--- src/rtl/muldiv_unit_pkg.sv ---
// Shared encodings for the multiply/divide unit: MDOp codes and FSM states.
package muldiv_unit_pkg;

    localparam int unsigned MDOP_W = 3;

    localparam logic [MDOP_W-1:0] MDOp_MULT  = 3'b000;
    localparam logic [MDOP_W-1:0] MDOp_MULTU = 3'b001;
    localparam logic [MDOP_W-1:0] MDOp_DIV   = 3'b010;
    localparam logic [MDOP_W-1:0] MDOp_DIVU  = 3'b011;
    localparam logic [MDOP_W-1:0] MDOp_MTHI  = 3'b100;
    localparam logic [MDOP_W-1:0] MDOp_MTLO  = 3'b101;

    typedef enum logic [1:0] {
        MD_IDLE = 2'd0,
        MD_CALC = 2'd1,
        MD_FIX  = 2'd2
    } md_state_e;

endpackage

--- src/rtl/muldiv_unit_step.sv ---
// One iteration of the multiplier (shift-add) or restoring divider on a {hi,lo} pair.
// Divider half is only built when MULDIV_DIV_EN is defined.
module muldiv_step #(
    parameter int unsigned WIDTH = 32
) (
    input  logic             is_div,
    input  logic [WIDTH-1:0] hi_i,
    input  logic [WIDTH-1:0] lo_i,
    input  logic [WIDTH-1:0] op_i,
    output logic [WIDTH-1:0] hi_o,
    output logic [WIDTH-1:0] lo_o
);

    logic [WIDTH:0]   add_sum;
    logic [WIDTH-1:0] hi_mul;
    logic [WIDTH-1:0] lo_mul;

    // Multiply: conditionally add multiplicand, then shift {carry,hi,lo} right.
    always_comb begin
        add_sum = {1'b0, hi_i} + (lo_i[0] ? {1'b0, op_i} : {(WIDTH+1){1'b0}});
        hi_mul  = add_sum[WIDTH:1];
        lo_mul  = {add_sum[0], lo_i[WIDTH-1:1]};
    end

`ifdef MULDIV_DIV_EN
    logic [WIDTH:0]   rem_sh;
    logic [WIDTH-1:0] diff;
    logic             fits;

    // Divide: remainder always stays below the divisor, so a WIDTH-bit difference suffices.
    always_comb begin
        rem_sh = {hi_i, lo_i[WIDTH-1]};
        fits   = rem_sh >= {1'b0, op_i};
        diff   = rem_sh[WIDTH-1:0] - op_i;
        hi_o   = hi_mul;
        lo_o   = lo_mul;
        if (is_div) begin
            hi_o = fits ? diff : rem_sh[WIDTH-1:0];
            lo_o = {lo_i[WIDTH-2:0], fits};
        end
    end
`else
    logic unused_is_div;
    assign unused_is_div = is_div;

    always_comb begin
        hi_o = hi_mul;
        lo_o = lo_mul;
    end
`endif

endmodule

--- src/rtl/muldiv_unit.sv ---
// Iterative HI/LO multiply/divide unit with start/busy handshake and MTHI/MTLO writes.
// Define MULDIV_DIV_EN to build the DIV/DIVU path; otherwise those ops are ignored.
module muldiv_unit
    import muldiv_unit_pkg::*;
#(
    parameter int unsigned WIDTH = 32
) (
    input  logic              clk,
    input  logic              rst,
    input  logic              start,
    input  logic [2:0]        MDOp,
    input  logic [WIDTH-1:0]  A,
    input  logic [WIDTH-1:0]  B,
    output logic              busy,
    output logic              done,
    output logic [WIDTH-1:0]  HI,
    output logic [WIDTH-1:0]  LO
);

    localparam int unsigned CNT_W = $clog2(WIDTH);

    md_state_e          state_q, state_d;
    logic [CNT_W-1:0]   cnt_q, cnt_d;
    logic [WIDTH-1:0]   acc_hi_q, acc_hi_d;
    logic [WIDTH-1:0]   acc_lo_q, acc_lo_d;
    logic [WIDTH-1:0]   opb_q, opb_d;
    logic               neg_q, neg_d;
    logic [WIDTH-1:0]   hi_q, hi_d;
    logic [WIDTH-1:0]   lo_q, lo_d;
    logic               busy_q, busy_d;
    logic               done_q, done_d;
`ifdef MULDIV_DIV_EN
    logic               div_q, div_d;
    logic               neg_rem_q, neg_rem_d;
    logic               div0_q, div0_d;
    logic [WIDTH-1:0]   a_raw_q, a_raw_d;
    logic               step_is_div;
    assign step_is_div = div_q;
`else
    logic               step_is_div;
    assign step_is_div = 1'b0;
`endif

    logic               op_signed_c;
    logic [WIDTH-1:0]   a_mag_c;
    logic [WIDTH-1:0]   b_mag_c;
    logic [WIDTH-1:0]   step_hi_c;
    logic [WIDTH-1:0]   step_lo_c;
    logic [2*WIDTH-1:0] prod_c;

    assign op_signed_c = (MDOp == MDOp_MULT) || (MDOp == MDOp_DIV);
    assign a_mag_c     = (op_signed_c && A[WIDTH-1]) ? -A : A;
    assign b_mag_c     = (op_signed_c && B[WIDTH-1]) ? -B : B;
    assign prod_c      = neg_q ? -{acc_hi_q, acc_lo_q} : {acc_hi_q, acc_lo_q};

    muldiv_step #(.WIDTH(WIDTH)) u_step (
        .is_div (step_is_div),
        .hi_i   (acc_hi_q),
        .lo_i   (acc_lo_q),
        .op_i   (opb_q),
        .hi_o   (step_hi_c),
        .lo_o   (step_lo_c)
    );

    always_ff @(posedge clk) begin
        if (rst) begin
            state_q   <= MD_IDLE;
            cnt_q     <= '0;
            acc_hi_q  <= '0;
            acc_lo_q  <= '0;
            opb_q     <= '0;
            neg_q     <= 1'b0;
            hi_q      <= '0;
            lo_q      <= '0;
            busy_q    <= 1'b0;
            done_q    <= 1'b0;
`ifdef MULDIV_DIV_EN
            div_q     <= 1'b0;
            neg_rem_q <= 1'b0;
            div0_q    <= 1'b0;
            a_raw_q   <= '0;
`endif
        end else begin
            state_q   <= state_d;
            cnt_q     <= cnt_d;
            acc_hi_q  <= acc_hi_d;
            acc_lo_q  <= acc_lo_d;
            opb_q     <= opb_d;
            neg_q     <= neg_d;
            hi_q      <= hi_d;
            lo_q      <= lo_d;
            busy_q    <= busy_d;
            done_q    <= done_d;
`ifdef MULDIV_DIV_EN
            div_q     <= div_d;
            neg_rem_q <= neg_rem_d;
            div0_q    <= div0_d;
            a_raw_q   <= a_raw_d;
`endif
        end
    end

    always_comb begin
        state_d   = state_q;
        cnt_d     = cnt_q;
        acc_hi_d  = acc_hi_q;
        acc_lo_d  = acc_lo_q;
        opb_d     = opb_q;
        neg_d     = neg_q;
        hi_d      = hi_q;
        lo_d      = lo_q;
        busy_d    = busy_q;
        done_d    = 1'b0;
`ifdef MULDIV_DIV_EN
        div_d     = div_q;
        neg_rem_d = neg_rem_q;
        div0_d    = div0_q;
        a_raw_d   = a_raw_q;
`endif

        case (state_q)
            MD_IDLE: begin
                if (start) begin
                    case (MDOp)
                        // Multiplier sits in lo and is consumed LSB-first.
                        MDOp_MULT, MDOp_MULTU: begin
                            acc_hi_d = '0;
                            acc_lo_d = b_mag_c;
                            opb_d    = a_mag_c;
                            neg_d    = op_signed_c && (A[WIDTH-1] ^ B[WIDTH-1]);
                            cnt_d    = '0;
                            busy_d   = 1'b1;
                            state_d  = MD_CALC;
`ifdef MULDIV_DIV_EN
                            div_d    = 1'b0;
`endif
                        end
`ifdef MULDIV_DIV_EN
                        MDOp_DIV, MDOp_DIVU: begin
                            acc_hi_d  = '0;
                            acc_lo_d  = a_mag_c;
                            opb_d     = b_mag_c;
                            neg_d     = op_signed_c && (A[WIDTH-1] ^ B[WIDTH-1]);
                            neg_rem_d = op_signed_c && A[WIDTH-1];
                            div0_d    = (B == '0);
                            a_raw_d   = A;
                            div_d     = 1'b1;
                            cnt_d     = '0;
                            busy_d    = 1'b1;
                            state_d   = MD_CALC;
                        end
`endif
                        MDOp_MTHI: begin
                            hi_d   = A;
                            done_d = 1'b1;
                        end
                        MDOp_MTLO: begin
                            lo_d   = A;
                            done_d = 1'b1;
                        end
                        default: ;
                    endcase
                end
            end

            MD_CALC: begin
                acc_hi_d = step_hi_c;
                acc_lo_d = step_lo_c;
                cnt_d    = cnt_q + CNT_W'(1);
                if (cnt_q == CNT_W'(WIDTH - 1)) begin
                    state_d = MD_FIX;
                end
            end

            MD_FIX: begin
                state_d = MD_IDLE;
                busy_d  = 1'b0;
                done_d  = 1'b1;
                cnt_d   = '0;
`ifdef MULDIV_DIV_EN
                if (div_q) begin
                    // Divide by zero reports the raw dividend, not the sign-fixed iteration result.
                    if (div0_q) begin
                        lo_d = '1;
                        hi_d = a_raw_q;
                    end else begin
                        lo_d = neg_q ? -acc_lo_q : acc_lo_q;
                        hi_d = neg_rem_q ? -acc_hi_q : acc_hi_q;
                    end
                end else
`endif
                begin
                    hi_d = prod_c[2*WIDTH-1:WIDTH];
                    lo_d = prod_c[WIDTH-1:0];
                end
            end

            default: begin
                state_d = MD_IDLE;
                busy_d  = 1'b0;
            end
        endcase
    end

    assign busy = busy_q;
    assign done = done_q;
    assign HI   = hi_q;
    assign LO   = lo_q;

endmodule

--- config.mk ---
export PLATFORM = sky130hd
export DESIGN_NAME = muldiv_unit
export DESIGN_NICKNAME = d
export VERILOG_FILES = /design/src/rtl/muldiv_unit_pkg.sv /design/src/rtl/muldiv_unit_step.sv /design/src/rtl/muldiv_unit.sv
export SDC_FILE = /design/constraint.sdc
export NUM_CORES = 1
export LEC_CHECK = 0
export CORE_MARGIN = 2
export CORE_UTILIZATION = 52
export CTS_CLUSTER_DIAMETER = 40
export CTS_CLUSTER_SIZE = 20
export DETAILED_ROUTE_END_ITERATION = 12
export PLACE_DENSITY = 0.75
export SLEW_MARGIN = 15
export SYNTH_ARGS = -nofsm -noshare
export SYNTH_HDL_FRONTEND = slang
export SYNTH_SLANG_ARGS = --single-unit
--- constraint.sdc ---
create_clock -name clk -period 7.7 [get_ports clk]
set_input_delay 1.155 -clock clk [delete_from_list [all_inputs] [get_ports clk]]
set_output_delay 1.155 -clock clk [all_outputs]
set_load 0.01 [all_outputs]
==> run_results.csv, run 1 <==
group,metric,value,unit
worst_setup_path,critical_path_start_type,"register",
outcome,outcome,"finished clean",
place,portBuffers,135,
layout,drive_gt1_share,5.10,%
route,detailedRoute.firstPassIterationCount,8,
synthesis,dominant_combinational_cell_family_by_area_after_synthesis,"compound AO/OA/AOI/OAI gates",
timing,skew,13.5,ps
floorplan,std_cell_rows,54,
flow_run,timing.max_cap.violations,0,
floorplan,num_io_pins,136,
worst_setup_path,crit_end,"acc_hi_q[25]$_SDFFE_PP0P_",
route,drt-total-wl,39.6,mm
worst_setup_path,timing.reg2reg.worst_path_depth,11,
worst_setup_path,critPathMaxFanout,17,
worst_setup_path,instance_count_on_the_critical_path,11,
synthesis,unique_masters_post_synth,65,
worst_setup_path,rrSetupSlack,3940,ps
worst_setup_path,path_buf_inv,1,
synthesis,synthXorXnorAreaFrac,9.14,%
worst_setup_path,path_delay_family,"compound AO/OA/AOI/OAI gates",
synthesis,synthesis.instances,1486,
route,drc,0,
worst_setup_path,worstPathArrival,4090,ps
synthesis,netlist_top_cells_area,"sky130_fd_sc_hd__dfxtp_1 30%, sky130_fd_sc_hd__nor2_1 6.7%, sky130_fd_sc_hd__xnor2_1 5.8%",
place,gpl.final_weighted_congestion,0.883,
place,dp_hpwl,28.7,mm
worst_setup_path,cp.required,8030,ps
clock_tree,postCtsHoldBufs,0,
clock_tree,htree_num_levels,4,
synthesis,yosys.cell_count.top_type,"sky130_fd_sc_hd__nor2_1",
layout,nets,1664,
timing,grt_setup_unrepaired,"false",
global_route,largest_net_degree_at_the_start_of_global_routing,90,
worst_setup_path,timing.rr.start,"acc_lo_q[0]$_SDFFE_PP0P_",
synthesis,post-synth-top-area-cell,"sky130_fd_sc_hd__dfxtp_1",
clock_tree,clk_transition_reported_paths,80,ps
timing,max_clock_freq,0.266,GHz
floorplan,coreArea,0.0217,mm²
route,post_drt_wl_per_cell,21.4,µm
worst_setup_path,regToRegEndpoint,"acc_hi_q[25]$_SDFFE_PP0P_",
timing,setup-violations-final,0,
global_route,grt_antenna_before_repair,0,
clock_tree,clkLatencyLatePin,450,ps
timing,max-slew-margin-rel,26.1,%
route,first_iter_violations,1124,
floorplan,die_width,152,µm
pwr,vdd_drop_max,0.150,mV
clock_tree,cts.repair.resized,0,
timing,fin_setup_tns,0,ps
clock_tree,clk_path_buf_depth,2,
worst_setup_path,cp-startpoint,"acc_lo_q[0]$_SDFFE_PP0P_",
worst_setup_path,critPathKind,"reg2reg",
clock_tree,cts_tree,"built",
worst_setup_path,slowest_stage,"sky130_fd_sc_hd__a2111oi_0",
worst_setup_path,cell_repeated_most_along_the_worst_path,"sky130_fd_sc_hd__o2111ai_1",
synthesis,yosys.area_share.simple,23.9,%
min_path,hold_path_class,"reg2reg",
pwr,static-leakage-power,0.00513,µW
global_route,use_met1,44.0,%
timing,report.final.hold_viol_count,0,
timing,finalWorstPathRequiredPeriod,3760,ps
route,detailroute.via_count,11900,
synthesis,synth.avg_cell_area,7.67,µm²
synthesis,synth_mux_area_share,3.27,%
synthesis,yosys.area_share.adder,4.24,%
global_route,grt_remaining_overflow,0,
synthesis,ys_seq_elements,170,
worst_setup_path,critical_path.endpoint_type,"register",
synthesis,synthFlopType,"sky130_fd_sc_hd__dfxtp_1",
global_route,grt-busiest-layer,"met2",
min_path,holdCritStartpoint,"opb_q[24]$_SDFFE_PP0P_",
global_route,grtUsageTotal,33.4,%
synthesis,ys_seq_area_share,29.9,%
clock_tree,cts_inserted_buffers,17,
route,ant_nets,0,
floorplan,die-height,152,µm
synthesis,synth_enable_flop_cells,0,
clock_tree,cts_num_sinks,170,
synthesis,post-synth-top-area-fraction,29.9,%
synthesis,synth_top_cells_by_count,"204 x sky130_fd_sc_hd__nor2_1, 170 x sky130_fd_sc_hd__dfxtp_1, 129 x sky130_fd_sc_hd__nand2_1",
synthesis,postSynthNetCount,1594,
timing,timing.final.max_slew_violations,0,
global_route,grt_pass1_vias,11000,
global_route,global_route.usage.met3,5.33,%
floorplan,die-area,0.0231,mm²
layout,diodes,0,
worst_setup_path,sequence_of_cells_on_the_critical_path,"and2_1 -> ha_1 -> inv_1 -> fa_1 -> nand2b_1 -> a21oi_1 -> o2111ai_1 -> a2111oi_0 -> nor2_1 -> o2111ai_1 -> o211ai_1",
clock_tree,clockRootBuffer,"sky130_fd_sc_hd__clkbuf_16",
layout,area_growth_syn_to_layout,17.8,%
global_route,grt_pass1_wl,61.9,mm
floorplan,floorplan.initialDensity,52.6,%
layout,post_layout_nonfiller_instances,1849,
timing,slew_worst_pin,1100,ps
synthesis,async_flop_share,0,%
global_route,grt_util_met2,53.2,%
clock_tree,postCtsSetupRepairBufs,0,
worst_setup_path,critical-path-max-stage-delay,750,ps
route,detail_route.vias_per_cell,6.44,
synthesis,mappedNetlistArea,0.0114,mm²
synthesis,yosys_warnings,0,
place,place.detailed.instances,1817,
synthesis,synth_area_in_compound_gates,25.7,%
pwr,power_density,161,mW/mm²
timing,final.period_utilization,48.9,%
## metal layers
| layer | share of wire, % | wire length [µm] |
|---|---|---|
| met1 | 42 | 16800 |
| met2 | 45 | 17900 |
| met3 | 7.4 | 2930 |
| met4 | 5.1 | 2030 |
| met5 | 0 | 0 |
## power breakdown
group          total [µW]  leakage, µW  switching (µW)  internal (µW)
registers             935      0.00138            30.3            905
logic                 366      0.00347             224            143
clock network         866     0.000275             433            433
## worst min-delay path by stage
stage | to | slack, ps | cells past startpoint
2_1_floorplan | opb_q[10]$_SDFFE_PP0P_ | 430 | 2
3_3_place_gp | opb_q[26]$_SDFFE_PP0P_ | 440 | 2
3_5_place_dp | opb_q[26]$_SDFFE_PP0P_ | 440 | 2
4_1_cts | opb_q[26]$_SDFFE_PP0P_ | 450 | 2
5_1_grt | opb_q[28]$_SDFFE_PP0P_ | 480 | 2
6_report | opb_q[24]$_SDFFE_PP0P_ | 450 | 2
## worst reg2reg max path: stages, from the launching register on
cell and delay [ps]:
sky130_fd_sc_hd__dfxtp_1 630, sky130_fd_sc_hd__and2_1 200, sky130_fd_sc_hd__ha_1 180, sky130_fd_sc_hd__inv_1 60
sky130_fd_sc_hd__fa_1 370, sky130_fd_sc_hd__nand2b_1 190, sky130_fd_sc_hd__a21oi_1 330, sky130_fd_sc_hd__o2111ai_1 340
sky130_fd_sc_hd__a2111oi_0 760, sky130_fd_sc_hd__nor2_1 230, sky130_fd_sc_hd__o2111ai_1 250, sky130_fd_sc_hd__o211ai_1 110
## state kept, by name (all words and copies together), names as in the netlist
name      count
opb_q        32
neg_q         1
done          1
HI           32
acc_lo_q     32
LO           32
busy          1
cnt_q         5
state_q       2
acc_hi_q     32
## cell usage in the layout, fill, tap and decap left out, types with 42 or more instances in the layout
cell type,count
sky130_fd_sc_hd__a211oi_1,66
sky130_fd_sc_hd__a21oi_1,111
sky130_fd_sc_hd__clkdlybuf4s50_1,134
sky130_fd_sc_hd__dfxtp_1,169
sky130_fd_sc_hd__nand2_1,128
sky130_fd_sc_hd__nor2_1,200
sky130_fd_sc_hd__nor3_1,42
sky130_fd_sc_hd__o21ai_0,79
sky130_fd_sc_hd__xnor2_1,76
sky130_fd_sc_hd__xor2_1,43
## metrics by stage
step	cell area [µm²]	total power [µW]	hold slack, ps	util [%]	setup slack (ps)
after floorplan	11400	1160	427	-	4240
after global placement	12900	1310	435	59.3	3640
after detailed placement	12900	1310	441	59.3	3500
after CTS	13400	2160	452	61.9	3960
after global routing	13400	2230	476	61.9	3560
final	13400	2170	450	61.9	3940
## cells by family after synthesis
| family | Yosys count |
|---|---|
| xor+xnor | 119 |
| mux | 37 |
| simple gates | 565 |
| compound gates | 439 |
| fa+ha+maj | 38 |
| buf+inv | 118 |
| flops | 170 |
## layout make-up
cell class                      instances  area (µm²)
Clock buffer                           17         425
Fill cell                            1983        8260
Multi-Input combinational cell       1198        7570
Inverter                               21        78.8
Timing Repair Buffer                  148        1450
Sequential cell                       170        3400
Tap cell                              280         350
Clock inverter                         15         150
Power figures use the tool's default switching activity.
==> run 2, diff against run 1 <==
- PLACE_DENSITY: 0.75 -> 0.78
- clock period: 7.7 -> 3.1 ns (I/O delays scaled with it)
==> run 2 against run 1 <==
Compared with the run above: wire length grew 2.9%; sequential share of layout area shrank 1.4 points; power grew to 2.5 times the previous value; sequential power grew 150%; flip-flop and latch count is the same; via count grew 4.9%; clock skew shrank 3.1 ps; clock power grew to 2.5 times the previous value; final area grew 5.6%; first-iteration DRC count grew 15%; worst hold slack lost 75 ps; highest routed layer unchanged.
==> run_results.csv, run 2 (same netlist as run 1, synthesis figures left out) <==
group,metric,value,unit
clock_tree,htree_num_levels,4,
pwr,vdd_drop_max,0.301,mV
worst_setup_path,critPathMaxFanout,17,
pwr,combinationalPowerShare,18.3,%
global_route,grt_pass1_vias,11900,
pwr,p_int,3820,µW
timing,timing.final.max_slew_violations,0,
pwr,power_density,389,mW/mm²
route,detailroute.via_count,12500,
route,drc,0,
floorplan,die-height,152,µm
place,place.detailed.instances,1903,
min_path,hold_path_class,"in2reg",
pwr,netSwitchingPower,1700,µW
place,portBuffers,135,
clock_tree,cts_tree,"built",
route,ant_nets,0,
layout,area_growth_syn_to_layout,24.4,%
route,detailedRoute.firstPassIterationCount,7,
floorplan,die_width,152,µm
worst_setup_path,critical-path-max-stage-delay,630,ps
layout,nets,1752,
global_route,use_met1,44.0,%
timing,grt_setup_unrepaired,"true",
timing,setup-violations-final,0,
place,dp_hpwl,30.3,mm
layout,final_cell_mix,"201 x sky130_fd_sc_hd__nor2_1, 169 x sky130_fd_sc_hd__dfxtp_1, 134 x sky130_fd_sc_hd__clkdlybuf4s50_1",
flow_run,timing.max_cap.violations,0,
timing,skew,10.4,ps
clock_tree,clkLatencyLatePin,450,ps
pwr,seq_power_share,41.9,%
worst_setup_path,critPathKind,"reg2reg",
timing,final.period_utilization,96.1,%
global_route,grt-busiest-layer,"met2",
layout,post_layout_nonfiller_instances,1937,
timing,slew_worst_pin,942,ps
clock_tree,postCtsHoldBufs,0,
place,gpl.final_weighted_congestion,0.931,
route,post_drt_wl_per_cell,21.1,µm
worst_setup_path,cell_repeated_most_along_the_worst_path,"sky130_fd_sc_hd__or4_1",
worst_setup_path,worstPathArrival,3300,ps
global_route,grt_remaining_overflow,0,
timing,max-slew-margin-rel,37.2,%
timing,max_clock_freq,0.336,GHz
worst_setup_path,critical_path.endpoint_type,"register",
pwr,static-leakage-power,0.00560,µW
timing,report.final.hold_viol_count,0,
pwr,totalPowerFinal,5520,µW
global_route,grt_pass1_wl,64.0,mm
route,first_iter_violations,1293,
floorplan,floorplan.initialDensity,52.6,%
layout,drive_gt1_share,10.6,%
clock_tree,clk_path_buf_depth,2,
floorplan,die-area,0.0231,mm²
route,detail_route.vias_per_cell,6.45,
timing,finalWorstPathRequiredPeriod,2980,ps
global_route,largest_net_degree_at_the_start_of_global_routing,84,
worst_setup_path,rrSetupSlack,120,ps
floorplan,num_io_pins,136,
worst_setup_path,sequence_of_cells_on_the_critical_path,"buf_4 -> or4_1 -> nor4_4 -> nand3_2 -> or3_4 -> or4_1 -> mux2i_1 -> a21oi_1",
clock_tree,cts_inserted_buffers,17,
worst_setup_path,critical_path_start_type,"register",
worst_setup_path,slowest_stage,"sky130_fd_sc_hd__or4_1",
global_route,grt_util_met2,54.6,%
route,drt-total-wl,40.8,mm
clock_tree,clk_transition_reported_paths,70,ps
clock_tree,cts_num_sinks,170,
layout,layout.cells.most_common,"sky130_fd_sc_hd__nor2_1",
global_route,grtUsageTotal,34.3,%
clock_tree,clockRootBuffer,"sky130_fd_sc_hd__clkbuf_16",
pwr,netSwitchingFraction,30.8,%
global_route,global_route.usage.met3,5.31,%
layout,diodes,0,
worst_setup_path,cp.required,3410,ps
outcome,outcome,"finished clean",
global_route,grt_antenna_before_repair,0,
floorplan,coreArea,0.0217,mm²
pwr,proportion_of_power_drawn_by_the_clock_network,39.7,%
floorplan,std_cell_rows,54,
[run 2: changes by cell type in the layout (fill, tap and decap cells not counted), moves of 2 or more]
cell / delta
sky130_fd_sc_hd__a2111oi_2: +2
sky130_fd_sc_hd__a2111oi_0: -3
sky130_fd_sc_hd__inv_6: +2
sky130_fd_sc_hd__buf_12: +4
sky130_fd_sc_hd__clkinv_2: +2
sky130_fd_sc_hd__buf_4: +84
sky130_fd_sc_hd__inv_8: -2
sky130_fd_sc_hd__clkinvlp_4: -2
[run 2: path summary, 6_finish.rpt]
path	start	end	depth (start not counted)
max	acc_lo_q[0]$_SDFFE_PP0P_	HI[19]$_SDFFE_PP0P_	8
min	rst	cnt_q[2]$_SDFFE_PP0P_	2
max reg2reg	acc_lo_q[0]$_SDFFE_PP0P_	HI[19]$_SDFFE_PP0P_	8
min reg2reg	HI[9]$_SDFFE_PP0P_	HI[9]$_SDFFE_PP0P_	2
[run 2: worst max-delay path: cells and delay by family, from the launching register on]
kind | cells | cell delay, ps
and+or+nand+nor | 5 | 2060
DFF | 1 | 340
buffers and inverters | 1 | 200
muxes | 1 | 170
AOI/OAI and AO/OA | 1 | 80
[run 2: power by group through the flow]
stage / registers [µW] / clock network [µW] / logic, µW
floorplan: 2350 / 0 / 524
global placement: 2360 / 0 / 951
detailed placement: 2360 / 0 / 964
CTS: 2310 / 2190 / 971
global route: 2320 / 2280 / 1080
finish: 2310 / 2190 / 1010
[run 2: area by class of cell]
class	count	area, µm²
Clock buffer	17	425
Clock inverter	15	154
Fill cell	1864	7500
Inverter	21	78.8
Multi-Input combinational cell	1198	7610
Sequential cell	170	3400
Tap cell	280	350
Timing Repair Buffer	236	2160
[run 2: what timing repair did]
action / in CTS / in global routing
endpoints found under the hold margin: 0 / 0
setup endpoints to repair: 0 / 12
gates resized for setup: 0 / 11
setup buffers: 0 / 2
[run 2: layer usage]
metal  vias up  wire length (µm)
met1      5825             16300
met5         -                 0
li1       5785                 -
met3       144              3560
met2       741             18500
met4         0              2400
[run 2: metrics by stage]
step	hold WS, ps	TNS (ps)	cell area, µm²	setup slack (ps)	util (%)
5_1_grt	400	-16.5	14200	-16.5	65.4
3_5_place_dp	443	-21.3	13500	-21.3	62.4
6_report	375	0	14200	120	65.4
4_1_cts	376	0	14100	105	65.1
3_3_place_gp	437	0	13500	147	62.4
2_1_floorplan	427	0	11400	51.7	-
